===== config.mk =====
export PLATFORM = sky130hd
export DESIGN_NAME = pwm_mc
export DESIGN_NICKNAME = d
export VERILOG_FILES = /design/src/rtl/pwm_mc_pkg.sv /design/src/rtl/pwm_mc_channel.sv /design/src/rtl/pwm_mc.sv
export SDC_FILE = /design/constraint.sdc
export NUM_CORES = 1
export LEC_CHECK = 0
export ABC_AREA = 1
export BUFFER_PORTS_ARGS = -buffer_cell sky130_fd_sc_hd__buf_4
export CAP_MARGIN = 20
export CELL_PAD_IN_SITES_DETAIL_PLACEMENT = 2
export CELL_PAD_IN_SITES_GLOBAL_PLACEMENT = 2
export CORE_AREA = 8 8 173 175
export CTS_BUF_LIST = sky130_fd_sc_hd__clkbuf_4
export CTS_CLUSTER_DIAMETER = 150
export DETAILED_ROUTE_END_ITERATION = 10
export DIE_AREA = 0 0 181 183
export GPL_ROUTABILITY_DRIVEN = 0
export PLACE_DENSITY_LB_ADDON = 0.1
export SYNTH_ARGS = -nofsm -noshare
export SYNTH_HDL_FRONTEND = slang
export SYNTH_HIERARCHICAL = 1
export SYNTH_SLANG_ARGS = --single-unit

===== constraint.sdc =====
create_clock -name clk -period 4.15 [get_ports clk]
set_input_delay 0.415 -clock clk [delete_from_list [all_inputs] [get_ports clk]]
set_output_delay 0.415 -clock clk [all_outputs]
set_load 0.05 [all_outputs]

===== src/rtl/pwm_mc_pkg.sv =====
// Shared constants for the multi-channel PWM: mode encoding, defaults and
// the counter direction type used by the timebase.
package pwm_mc_pkg;

  localparam int N_CH_DEF  = 4;
  localparam int CNT_W_DEF = 16;

  localparam logic MODE_SAW = 1'b0;
  localparam logic MODE_TRI = 1'b1;

  typedef enum logic {
    DIR_UP   = 1'b0,
    DIR_DOWN = 1'b1
  } dir_e;

endpackage


===== src/rtl/pwm_mc_channel.sv =====
// One PWM channel: compare against the shared counter and drive registered
// complementary outputs. Dead-time insertion is built only with PWM_MC_DEAD_TIME_EN.
module pwm_mc_channel
  import pwm_mc_pkg::*;
#(
  parameter int CNT_W = CNT_W_DEF
) (
  input  logic             clk,
  input  logic             reset,
  input  logic             cnt_en,
  input  logic [CNT_W-1:0] cnt,
  input  logic [CNT_W-1:0] duty,
  input  logic [CNT_W-1:0] dead_time,
  input  logic             enable,
  output logic             pwm_h,
  output logic             pwm_l
);

  logic raw;
  assign raw = (cnt < duty);

`ifdef PWM_MC_DEAD_TIME_EN
  logic             raw_q;
  logic [CNT_W-1:0] dt_cnt;
  logic             raw_edge;

  assign raw_edge = (raw != raw_q);

  // dt_cnt holds the remaining blanked cycles after the current one.
  always_ff @(posedge clk) begin
    if (reset) begin
      raw_q  <= 1'b0;
      dt_cnt <= '0;
      pwm_h  <= 1'b0;
      pwm_l  <= 1'b0;
    end else if (!enable) begin
      raw_q  <= raw;
      dt_cnt <= '0;
      pwm_h  <= 1'b0;
      pwm_l  <= 1'b0;
    end else begin
      raw_q <= raw;
      if (raw_edge && (dead_time != '0)) begin
        dt_cnt <= dead_time - CNT_W'(1);
        pwm_h  <= 1'b0;
        pwm_l  <= 1'b0;
      end else if (dt_cnt != '0) begin
        if (cnt_en) dt_cnt <= dt_cnt - CNT_W'(1);
        pwm_h <= 1'b0;
        pwm_l <= 1'b0;
      end else begin
        pwm_h <= raw;
        pwm_l <= ~raw;
      end
    end
  end
`else
  logic unused_dt;
  assign unused_dt = ^{cnt_en, dead_time};

  always_ff @(posedge clk) begin
    if (reset) begin
      pwm_h <= 1'b0;
      pwm_l <= 1'b0;
    end else begin
      pwm_h <= enable & raw;
      pwm_l <= enable & ~raw;
    end
  end
`endif

endmodule


===== src/rtl/pwm_mc.sv =====
// Multi-channel PWM: shared sawtooth/triangle timebase with shadowed settings
// loaded at each period start. Optional dead-time via PWM_MC_DEAD_TIME_EN.
module pwm_mc
  import pwm_mc_pkg::*;
#(
  parameter int N_CH  = N_CH_DEF,
  parameter int CNT_W = CNT_W_DEF
) (
  input  logic                  clk,
  input  logic                  reset,
  input  logic                  cnt_en,
  input  logic                  mode,
  input  logic [CNT_W-1:0]      period,
  input  logic [N_CH*CNT_W-1:0] duty,
  input  logic [CNT_W-1:0]      dead_time,
  input  logic [N_CH-1:0]       pwm_enable,
  output logic [N_CH-1:0]       pwm_h,
  output logic [N_CH-1:0]       pwm_l,
  output logic                  zero_trigger,
  output logic                  ovf_trigger
);

  logic [CNT_W-1:0]      cnt, cnt_nxt;
  dir_e                  dir, dir_nxt;
  logic                  mode_a;
  logic [CNT_W-1:0]      period_a;
  logic [N_CH*CNT_W-1:0] duty_a;
  logic [CNT_W-1:0]      dead_a;

  // At a period start the fresh inputs are already in force, so the first
  // counter step and compare of the new period use them.
  logic                  period_start;
  logic                  eff_mode;
  logic [CNT_W-1:0]      eff_period;
  logic [N_CH*CNT_W-1:0] eff_duty;
  logic [CNT_W-1:0]      eff_dead;

  assign period_start = cnt_en && (cnt == '0);
  assign eff_mode     = period_start ? mode      : mode_a;
  assign eff_period   = period_start ? period    : period_a;
  assign eff_duty     = period_start ? duty      : duty_a;
  assign eff_dead     = period_start ? dead_time : dead_a;

  always_comb begin
    cnt_nxt = cnt;
    dir_nxt = dir;
    if (cnt_en) begin
      if (eff_period == '0) begin
        cnt_nxt = '0;
        dir_nxt = DIR_UP;
      end else if (eff_mode == MODE_SAW) begin
        dir_nxt = DIR_UP;
        cnt_nxt = (cnt >= eff_period) ? '0 : cnt + CNT_W'(1);
      end else if ((dir == DIR_UP) || (cnt == '0)) begin
        if (cnt >= eff_period) begin
          cnt_nxt = eff_period - CNT_W'(1);
          dir_nxt = (eff_period == CNT_W'(1)) ? DIR_UP : DIR_DOWN;
        end else begin
          cnt_nxt = cnt + CNT_W'(1);
          dir_nxt = DIR_UP;
        end
      end else begin
        cnt_nxt = cnt - CNT_W'(1);
        dir_nxt = (cnt == CNT_W'(1)) ? DIR_UP : DIR_DOWN;
      end
    end
  end

  always_ff @(posedge clk) begin
    if (reset) begin
      cnt          <= '0;
      dir          <= DIR_UP;
      mode_a       <= mode;
      period_a     <= period;
      duty_a       <= duty;
      dead_a       <= dead_time;
      zero_trigger <= 1'b0;
      ovf_trigger  <= 1'b0;
    end else begin
      cnt <= cnt_nxt;
      dir <= dir_nxt;
      if (period_start) begin
        mode_a   <= mode;
        period_a <= period;
        duty_a   <= duty;
        dead_a   <= dead_time;
      end
      zero_trigger <= cnt_en && (cnt == '0);
      ovf_trigger  <= cnt_en && (cnt == eff_period);
    end
  end

  for (genvar k = 0; k < N_CH; k++) begin : g_ch
    pwm_mc_channel #(.CNT_W(CNT_W)) u_ch (
      .clk       (clk),
      .reset     (reset),
      .cnt_en    (cnt_en),
      .cnt       (cnt),
      .duty      (eff_duty[k*CNT_W +: CNT_W]),
      .dead_time (eff_dead),
      .enable    (pwm_enable[k]),
      .pwm_h     (pwm_h[k]),
      .pwm_l     (pwm_l[k])
    );
  end

endmodule

==> results.py <==
metrics = {
    "setup_path": {
        "crit_buf_inv": 3,
        "crit_type": "reg -> reg",
        "r2r_end": "cnt[7]$_SDFFE_PP0P_",
        "reg2regPathDepth": 21,
        "worstSetupPathDepth": 21,
        "r2r_start": "cnt[1]$_SDFFE_PP0P_",
        "rrSetupSlack_ns": 0.42,
        "required_ns": 4.54,
        "crit_end": "cnt[7]$_SDFFE_PP0P_",
        "cp_top_family": "simple AND/OR/NAND/NOR gates",
        "cp-start-kind": "register",
        "critical_path_arrival_ns": 4.12,
        "path_cells": "inv_1, ha_1, nand2_4, nor2_8, nand3_4, buf_4, o21ai_2, inv_2, ha_1, a21oi_1, nor2_1, a211oi_1, nand2_2, nand2_2, nand2_4, nand2_1, nand2_1, nand3_1, nand2_1, nand2_1, a21oi_1",
        "startpoint": "cnt[1]$_SDFFE_PP0P_",
        "slowest_stage": "dfxtp_1",
        "crit_fanout": 22,
        "critPathMaxStageDelay_ns": 0.35,
        "end_kind": "register",
        "crit_path_frequent_cell": "nand2_1",
    },
    "route": {
        "vias": 8268,
        "drt_iter0_markers": 242,
        "routed_wl_mm": 28.1,
        "firstDrtPassIters": 4,
        "detail-route-antenna-nets": 0,
        "route.detailed.drc": 0,
        "wl_per_cell_um": 16.5,
        "vias_per_cell": 4.85,
    },
    "clocking": {
        "insertion_delay_ns": 0.51,
        "htree_levels": 3,
        "clk_pin_slew_ns": 0.20,
        "cts-root-buf": "clkbuf_4",
        "cts_repair_resize_count": 0,
        "cts_tree": "yes",
        "clockBufferDepth": 2,
        "cts_sinks": 108,
        "ctsHoldBuffers": 0,
        "post_cts_buffers": 0,
        "cts_buffers": 9,
    },
    "sta": {
        "hold_viol_final": 0,
        "worst_slew_pin_slew_ns": 0.663,
        "setup_tns_ns": 0,
        "clock_skew_ns": 0.0234,
        "maxSlewViolCount": 0,
        "hold-worst-slack_ns": 0.0918,
        "finalCriticalPeriod_ns": 3.73,
        "max_slew_margin_pct": 55.8,
        "worst_slack_ns": 0.419,
        "period_share_pct": 89.9,
        "max_freq_ghz": 0.268,
        "rsz0062_at_grt": "false",
        "setup_viol": 0,
    },
    "global_routing": {
        "grt_use_total_pct": 17.2,
        "gr-total-overflow": 0,
        "grt_pass1_wl_mm": 45.8,
        "grt_pass1_vias": 8798,
        "antenna_found_initial": 1,
        "grt_max_degree": 131,
    },
    "pwr": {
        "power.density_nw_per_um2": 671,
        "peakVddDrop_uv": 302,
        "leakagePower_uw": 0.00494,
    },
    "layout": {
        "fin_cells": 1704,
        "multiInputGateArea_sq_um": 4990,
        "fill_cells": 3390,
        "seqCellArea_sq_um": 2160,
        "layout-drive-gt1-share_pct": 15.8,
        "final_cell_mix": "360 x nand2_1, 202 x inv_1, 167 x o21ai_0, 126 x buf_4, 108 x dfxtp_1",
        "area_delta_synth_final_pct": 15.6,
        "nets": 1538,
        "final_common_cell": "nand2_1",
    },
    "placed_design": {
        "dp_hpwl_mm": 21.0,
        "portBuffers": 97,
        "dp.cells": 1687,
        "dp_slack_ns": 0.251,
    },
    "logic_synthesis": {
        "avgSynthCellArea_sq_um": 6.46,
        "synth_area_sq_um": 8210,
        "yosysWarnings": 6,
        "synth_cells": 1270,
        "synth_nets": 1456,
    },
    "floorplan": {
        "dieWidth_um": 181,
        "io_pins": 114,
        "core_sq_um": 27300,
        "rows": 61,
        "start_util_pct": 30.0,
        "die_area_sq_um": 33100,
        "die_h_um": 183,
    },
    "status": {
        "outcome": "finished clean",
    },
    "worst_hold_path": {
        "holdCritPathClass": "in -> reg",
        "hold_path.startpoint": "period[12]",
    },
    "run": {
        "drv_cap": 0,
    },
}
-- worst min-delay path by stage --
stage | endpoint | slack (ns) | cells past startpoint
floorplan | dir$_SDFFE_PP0P_ | 0.45 | 2
global placement | dir$_SDFFE_PP0P_ | 0.46 | 2
detailed placement | dir$_SDFFE_PP0P_ | 0.47 | 2
CTS | mode_a$_DFF_P_ | 0.04 | 3
global route | period_a[12]$_DFF_P_ | 0.07 | 3
finish | period_a[12]$_DFF_P_ | 0.09 | 3
-- worst reg2reg max path: cells and delay by family, from the launching register on --
kind | cells | cell delay (ns)
flip-flops | 1 | 0.35
buffers and inverters | 3 | 0.57
AND/OR/NAND/NOR | 12 | 1.45
adder cells (fa/ha/maj) | 2 | 0.54
AO/OA/AOI/OAI | 4 | 0.72
-- per-stage QoR --
stage	total power [uW]	util, %	instance area (sq um)
after global placement	5730	34.2	9360
after detailed placement	5920	34.2	9360
after global routing	7160	34.7	9490
final	6370	34.7	9490
after floorplan	4640	-	8210
after CTS	6530	34.7	9480
-- per-layer routing --
layer / global-route usage (%) / vias to the layer above / share of wire [%]
li1: - / 4212 / -
met1: 22.5 / 3941 / 49
met2: 29.4 / 100 / 46
met3: 2.39 / 15 / 3.2
met4: 4.49 / 0 / 1.6
met5: 0 / - / 0
-- layout make-up --
cell class	instances	share of cell area, %
multi-input combinational	894	52.6
clock inverter	7	0.593
clock buffer	9	0.712
inverter	211	8.37
antenna	1	0.0264
tap	346	4.56
sequential	108	22.8
timing repair buffer	128	10.4
-- power by group --
group          leakage (uW)  total (uW)  internal, uW  switching (uW)
combinational       0.00397        4390          1450            2940
sequential         0.000902        1420          1330            94.5
clock             0.0000730         558           133             425
total               0.00494        6370          2910            3460
-- registers in the layout, summed over array words and instances, names as in the netlist --
name,flops
ovf_trigger,1
g_ch.u_ch/pwm_h,4
dir,1
zero_trigger,1
period_a,16
mode_a,1
duty_a,64
g_ch.u_ch/pwm_l,4
cnt,16
No activity file was read; power rests on OpenSTA's default activity.
